==> config.mk <==
export PLATFORM = sky130hd
export DESIGN_NAME = usb_rx_flat
export DESIGN_NICKNAME = d
export VERILOG_FILES = /design/src/rtl/usb_rx_pkg.sv /design/src/rtl/usb_rx_if.sv /design/src/rtl/usb_rx_dpll.sv /design/src/rtl/usb_rx.sv /design/src/flat_wrapper.sv
export SDC_FILE = /design/constraint.sdc
export NUM_CORES = 1
export LEC_CHECK = 0
export ABC_AREA = 1
export CAP_MARGIN = 20
export CELL_PAD_IN_SITES_DETAIL_PLACEMENT = 1
export CELL_PAD_IN_SITES_GLOBAL_PLACEMENT = 1
export CORE_ASPECT_RATIO = 0.8
export CORE_MARGIN = 4
export CORE_UTILIZATION = 42
export CTS_CLUSTER_SIZE = 25
export DETAILED_ROUTE_END_ITERATION = 10
export PLACE_DENSITY_LB_ADDON = 0.1
export SLEW_MARGIN = 25
export SYNTH_ARGS = -nofsm -noshare
export SYNTH_HDL_FRONTEND = slang
export SYNTH_SLANG_ARGS = --single-unit
==> constraint.sdc <==
create_clock -name clk -period 2 [get_ports clk]
set_input_delay 0.4 -clock clk [delete_from_list [all_inputs] [get_ports clk]]
set_output_delay 0.4 -clock clk [all_outputs]
set_load 0.05 [all_outputs]
==> src/rtl/usb_rx_pkg.sv <==
// usb_rx_pkg: line states, receiver FSM states and default
// timing constants shared by the low speed receiver and its bench.
package usb_rx_pkg;

    // {D+,D-}: low speed idle (J) has D- high
    typedef enum logic [1:0] {
        SE0 = 2'b00,
        J   = 2'b01,
        K   = 2'b10,
        SE1 = 2'b11
    } d_port_t;

    typedef enum logic [2:0] {
        RESET,
        RX_IDLE,
        RX_SYNC,
        RX_DATA,
        RX_EOP
    } rx_state_t;

    localparam int CLK_DIV_DEF     = 16;
    localparam int SYNC_STAGES_DEF = 2;
    localparam int STUFF_LIMIT_DEF = 6;

endpackage

==> src/rtl/usb_rx_if.sv <==
// usb_rx_if: byte/status bundle from the receiver to the SIE.
// master drives it (usb_rx), slave observes it (SIE).
interface usb_rx_if;

    logic [7:0] data;
    logic       valid;
    logic       active;
    logic       eop;
    logic       error;

    modport master (output data, valid, active, eop, error);
    modport slave  (input  data, valid, active, eop, error);

endinterface

==> src/rtl/usb_rx_dpll.sv <==
// usb_rx_dpll: synchronizes D+/D-, realigns the bit phase on
// every line change and strobes the line state at mid-bit.
module usb_rx_dpll
    import usb_rx_pkg::*;
#(
    parameter int CLK_DIV     = CLK_DIV_DEF,
    parameter int SYNC_STAGES = SYNC_STAGES_DEF
) (
    input  logic    clk,
    input  logic    reset_n,
    input  d_port_t d_i,
    output d_port_t line,
    output logic    stb
);

    localparam int CW = $clog2(CLK_DIV);

    d_port_t       sync_q [SYNC_STAGES];
    logic [CW-1:0] phase_q;
    logic          chg;

    assign line = sync_q[SYNC_STAGES-1];
    assign chg  = sync_q[SYNC_STAGES-1] != sync_q[SYNC_STAGES-2];
    assign stb  = phase_q == CW'(CLK_DIV/2 - 1);

    // Input synchronizer chain, idles at J
    always_ff @(posedge clk) begin
        if (!reset_n) begin
            for (int i = 0; i < SYNC_STAGES; i++) sync_q[i] <= J;
        end else begin
            sync_q[0] <= d_i;
            for (int i = 1; i < SYNC_STAGES; i++) sync_q[i] <= sync_q[i-1];
        end
    end

    // Free-running bit phase, zeroed when the line changes
    always_ff @(posedge clk) begin
        if (!reset_n || chg)
            phase_q <= '0;
        else if (phase_q == CW'(CLK_DIV - 1))
            phase_q <= '0;
        else
            phase_q <= phase_q + 1'b1;
    end

endmodule

==> src/rtl/usb_rx.sv <==
// usb_rx: low speed USB receiver; SYNC/EOP detection, NRZI
// decode, bit destuffing and LSB-first byte assembly.
module usb_rx
    import usb_rx_pkg::*;
#(
    parameter int CLK_DIV     = CLK_DIV_DEF,
    parameter int SYNC_STAGES = SYNC_STAGES_DEF,
    parameter int STUFF_LIMIT = STUFF_LIMIT_DEF
) (
    input  logic     clk,
    input  logic     reset_n,
    input  d_port_t  d_i,
    input  logic     tx_en,
    usb_rx_if.master sie
);

    localparam int OW = $clog2(STUFF_LIMIT + 1);

    d_port_t   line, prev_q;
    logic      stb, bit_v;
    rx_state_t state_q, state_n;
    logic [2:0]    zcnt_q, zcnt_n, bcnt_q, bcnt_n;
    logic [OW-1:0] ones_q, ones_n;
    logic [7:0]    shift_q, shift_n, data_q, data_n;
    logic valid_q, valid_n, active_q, active_n;
    logic eop_q, eop_n, error_q, error_n;
    logic aligned_q, aligned_n;

    usb_rx_dpll #(
        .CLK_DIV     (CLK_DIV),
        .SYNC_STAGES (SYNC_STAGES)
    ) u_dpll (
        .clk     (clk),
        .reset_n (reset_n),
        .d_i     (d_i),
        .line    (line),
        .stb     (stb)
    );

    // NRZI: no transition between samples decodes as 1
    assign bit_v = line == prev_q;

    // Previous mid-bit sample for NRZI and SYNC start detection
    always_ff @(posedge clk) begin
        if (!reset_n)  prev_q <= J;
        else if (stb)  prev_q <= line;
    end

    // Next-state, destuff, shift and output pulse logic
    always_comb begin
        state_n   = state_q;
        zcnt_n    = zcnt_q;
        bcnt_n    = bcnt_q;
        ones_n    = ones_q;
        shift_n   = shift_q;
        data_n    = data_q;
        aligned_n = aligned_q;
        active_n  = active_q;
        valid_n   = 1'b0;
        eop_n     = 1'b0;
        error_n   = 1'b0;
        unique case (state_q)
            RESET: state_n = RX_IDLE;
            RX_IDLE: begin
                if (stb && prev_q == J && line == K) begin
                    state_n = RX_SYNC;
                    zcnt_n  = '0;
                end
            end
            RX_SYNC: begin
                if (stb) begin
                    if (line == SE0 || line == SE1) begin
                        error_n = 1'b1;
                        state_n = RX_IDLE;
                    end else if (!bit_v) begin
                        if (zcnt_q != 3'd7) zcnt_n = zcnt_q + 3'd1;
                    end else if (zcnt_q >= 3'd3) begin
                        state_n  = RX_DATA;
                        active_n = 1'b1;
                        bcnt_n   = '0;
                        ones_n   = '0;
                    end else begin
                        error_n = 1'b1;
                        state_n = RX_IDLE;
                    end
                end
            end
            RX_DATA: begin
                if (stb) begin
                    if (line == SE0) begin
                        state_n   = RX_EOP;
                        aligned_n = bcnt_q == 3'd0;
                    end else if (line == SE1) begin
                        error_n  = 1'b1;
                        active_n = 1'b0;
                        state_n  = RX_IDLE;
                    end else if (ones_q == OW'(STUFF_LIMIT)) begin
                        ones_n = '0;
                        if (bit_v) begin
                            error_n  = 1'b1;
                            active_n = 1'b0;
                            state_n  = RX_IDLE;
                        end
                    end else begin
                        shift_n = {bit_v, shift_q[7:1]};
                        ones_n  = bit_v ? ones_q + 1'b1 : '0;
                        bcnt_n  = bcnt_q + 3'd1;
                        if (bcnt_q == 3'd7) begin
                            data_n  = shift_n;
                            valid_n = 1'b1;
                        end
                    end
                end
            end
            RX_EOP: begin
                if (stb) begin
                    unique case (line)
                        SE0: ;
                        J: begin
                            eop_n    = aligned_q;
                            error_n  = !aligned_q;
                            active_n = 1'b0;
                            state_n  = RX_IDLE;
                        end
                        default: begin
                            error_n  = 1'b1;
                            active_n = 1'b0;
                            state_n  = RX_IDLE;
                        end
                    endcase
                end
            end
            default: state_n = RX_IDLE;
        endcase
        if (tx_en && state_q != RESET) begin
            state_n  = RX_IDLE;
            active_n = 1'b0;
            valid_n  = 1'b0;
            eop_n    = 1'b0;
            error_n  = 1'b0;
        end
    end

    // State and output registers
    always_ff @(posedge clk) begin
        if (!reset_n) begin
            state_q   <= RESET;
            zcnt_q    <= '0;
            bcnt_q    <= '0;
            ones_q    <= '0;
            shift_q   <= '0;
            data_q    <= '0;
            aligned_q <= 1'b0;
            active_q  <= 1'b0;
            valid_q   <= 1'b0;
            eop_q     <= 1'b0;
            error_q   <= 1'b0;
        end else begin
            state_q   <= state_n;
            zcnt_q    <= zcnt_n;
            bcnt_q    <= bcnt_n;
            ones_q    <= ones_n;
            shift_q   <= shift_n;
            data_q    <= data_n;
            aligned_q <= aligned_n;
            active_q  <= active_n;
            valid_q   <= valid_n;
            eop_q     <= eop_n;
            error_q   <= error_n;
        end
    end

    assign sie.data   = data_q;
    assign sie.valid  = valid_q;
    assign sie.active = active_q;
    assign sie.eop    = eop_q;
    assign sie.error  = error_q;

endmodule
==> src/flat_wrapper.sv <==
// flat-port wrapper written by rule: the top's interface ports become plain ports
module usb_rx_flat import usb_rx_pkg::*;
#(
    parameter int CLK_DIV     = CLK_DIV_DEF,
    parameter int SYNC_STAGES = SYNC_STAGES_DEF,
    parameter int STUFF_LIMIT = STUFF_LIMIT_DEF
)
  (clk, reset_n, d_i, tx_en, sie_data, sie_valid, sie_active, sie_eop, sie_error);
  usb_rx_if sie_i ();
  input  logic clk;
  input  logic reset_n;
  input  d_port_t d_i;
  input  logic tx_en;
  output wire logic [$bits(sie_i.data)-1:0] sie_data;
  output wire logic [$bits(sie_i.valid)-1:0] sie_valid;
  output wire logic [$bits(sie_i.active)-1:0] sie_active;
  output wire logic [$bits(sie_i.eop)-1:0] sie_eop;
  output wire logic [$bits(sie_i.error)-1:0] sie_error;
  assign sie_data = sie_i.data;
  assign sie_valid = sie_i.valid;
  assign sie_active = sie_i.active;
  assign sie_eop = sie_i.eop;
  assign sie_error = sie_i.error;
  usb_rx #(.CLK_DIV(CLK_DIV), .SYNC_STAGES(SYNC_STAGES), .STUFF_LIMIT(STUFF_LIMIT)) u_core (.clk(clk), .reset_n(reset_n), .d_i(d_i), .tx_en(tx_en), .sie(sie_i));
endmodule
==> flow_summary.json <==
{
  "n_antenna_cell": 0,
  "yosys_warnings": 0,
  "wl_mm": 5.63,
  "yosys.area.top_type": "dfxtp_1",
  "fin_cells": 409,
  "dpl.hpwl_mm": 4.39,
  "ir_drop_mv": 0.502,
  "end_kind": "output pin",
  "coreArea_um2": 5150,
  "cts_made_buffers": 5,
  "cts_tree": "yes",
  "routedWlPerCell_um": 13.8,
  "max_clock_freq_mhz": 540,
  "synth_seq_cells": 42,
  "grt_use_total": 0.187,
  "crit_arrival_ns": 1.45,
  "nets": 364,
  "ys_seq_area_frac": 0.367,
  "crit_path_cell_trace": "clkdlybuf4s50_1",
  "drt-pass1-iter-count": 4,
  "cts_resized": 0,
  "cts_setup_buffers": 0,
  "antenna_found_initial": 0,
  "gr-total-overflow": 0,
  "vias_per_cell": 5.00,
  "worst-path-buf-inv": 1,
  "die_width_um": 90.6,
  "die_area_um2": 6710,
  "crit_fanout": 2,
  "clockBufferDepth": 2,
  "path_class": "flop to output pin",
  "cp-start-kind": "flop",
  "via_count": 2044,
  "tightest_slew_ns": 0.500,
  "ctsHoldBuffers": 0,
  "cts_sinks": 42,
  "io_buffers": 16,
  "insertion_delay_ns": 0.30,
  "slew_headroom": 0.666,
  "io_pins": 17,
  "cp.required_ns": 1.60,
  "avgSynthCellArea_um2": 7.10,
  "power_density_nw_per_um2": 989,
  "placementRows": 23,
  "grt_first_pass_wirelength_mm": 10.0,
  "gp_congestion": 0.844,
  "setup_violations": 0,
  "clk_pin_slew_ns": 0.09,
  "dpl.cell_count": 401,
  "cp_slowest_cell": "clkdlybuf4s50_1",
  "rrSetupSlack_ns": 0.17,
  "ant_nets": 0,
  "synth_top_area_frac": 0.367,
  "h-tree-depth": 2,
  "fin_crit_ns": 1.85,
  "syn_inst": 323,
  "slew_violations": 0,
  "max_cap_viol_count": 0,
  "die_y_um": 74.1,
  "grt_max_degree": 21,
  "syn2layout_area_growth_pct": 14.7,
  "synth.distinct_cells": 34,
  "critPathTopFamily": "buffers and inverters",
  "drc": 0,
  "grt_pass1_vias": 2049,
  "cts_root_buf": "clkbuf_8",
  "holdWs_ns": 0.451,
  "slowest_delay_ns": 0.81,
  "synth_area_um2": 2290,
  "netlist_top_cells_area": "dfxtp_1 (37%), nand2_1 (11%), nor2_1 (10%)",
  "status": "finished clean",
  "p_leak_uw": 0.00119,
  "rsz0062_at_grt": "true",
  "start_util": 0.445,
  "dr.first_iter.drc_count": 69,
  "synth_nets": 341,
  "hold_class": "flop to flop",
  "final.setup_skew_ns": 0.00740,
  "post-route-period-util": 0.926,
  "drive_gt1_frac": 0.107,
  "hold_viol_final": 0
}
cell usage after synthesis (all sizes together):
| library cell | instances |
|---|---|
| clkbuf | 4 |
| dfxtp | 42 |
| nand4 | 2 |
| ha | 13 |
| a21boi | 1 |
| inv | 39 |
| a211oi | 4 |
| nor2 | 68 |
| clkinv | 2 |
| nor3b | 1 |
| xor2 | 3 |
| o211ai | 1 |
| or2 | 5 |
| o21bai | 1 |
| a31oi | 1 |
| o21ai | 23 |
| nor3 | 3 |
| nand2 | 73 |
| buf | 1 |
| a21oi | 18 |
| nand3 | 18 |
state kept, by name, indices dropped and copies added (netlist names), 3 cells and up:
signal,cells
u_core.shift_q,7
u_core.zcnt_q,3
u_core.sie.data,8
u_core.u_dpll.sync_q,4
u_core.bcnt_q,3
u_core.state_q,3
u_core.ones_q,3
u_core.u_dpll.phase_q,4
stage by stage:
stage                util  setup TNS (ns)  worst slack (ns)  cell area (um2)  total power, uW
CTS                 0.511               0             0.133             2630             2640
global placement    0.494               0             0.267             2540             2030
finish              0.511               0             0.148             2630             2600
global route        0.511         -0.0180          -0.00935             2630             2840
floorplan               -               0             0.373             2290             1820
detailed placement  0.494               0             0.182             2540             2070
report_power, final:
group / leakage (uW) / switching [uW] / internal [uW]
clock: 0.0000452 / 312 / 247
combinational: 0.000806 / 642 / 356
sequential: 0.000341 / 117 / 928
total: 0.00119 / 1070 / 1530
per-layer routing:
| layer | part of all wire | global-route usage | up-vias | routed length (um) |
|---|---|---|---|---|
| met4 | 0.0082 | 0.0458 | 0 | 46 |
| met1 | 0.50 | 0.250 | 955 | 2820 |
| li1 | - | - | 1067 | - |
| met3 | 0.023 | 0.0384 | 4 | 132 |
| met2 | 0.47 | 0.316 | 18 | 2630 |
| met5 | 0 | 0 | - | 0 |
layout by cell type (no fill, tap or decap), types with 2 or more instances in the layout:
cell,instances
buf_4,5
nand3_1,16
nor2_1,63
inv_1,37
clkdlybuf4s50_1,16
clkbuf_8,5
nand2_4,2
dfxtp_1,42
ha_1,13
or2_2,5
xor2_1,3
a21oi_1,17
clkinv_4,2
o21ai_0,23
nor2_8,2
a211oi_2,3
nand2_1,70
inv_2,2
clkinv_2,2
nor2_4,2
nor3_1,3
worst paths after layout:
path	from	to	depth (start not counted)
worst max-delay path	u_core.sie.data[6]	sie_data[6]	1
worst min register to register	u_core.u_dpll.sync_q[0][1]	u_core.u_dpll.sync_q[0][3]	2
worst max register to register	u_core.u_dpll.sync_q[0][2]	u_core.bcnt_q[2]	10
worst min-delay path	u_core.u_dpll.sync_q[0][1]	u_core.u_dpll.sync_q[0][3]	2
cell type report:
type                       instances  area [um2]
clock buffer                       6        72.6
clock inverter                     2        13.8
fill                             677        2520
inverter                          41         160
multi-input combinational        235        1270
sequential                        42         841
tap                               62        77.6
timing repair buffer              21         198
kinds of logic (layout without fill, tap and decap cells):
family / Yosys count / count (layout) / synth area share
DFF: 42 / 42 / 0.367
AOI/OAI and AO/OA: 49 / 49 / 0.128
xor gates and xnor gates: 3 / 3 / 0.0115
adders and majority gates: 13 / 13 / 0.0709
buffers and inverters: 46 / 70 / 0.0802
and+or+nand+nor: 170 / 170 / 0.343
No activity file was read; power rests on OpenSTA's default activity.
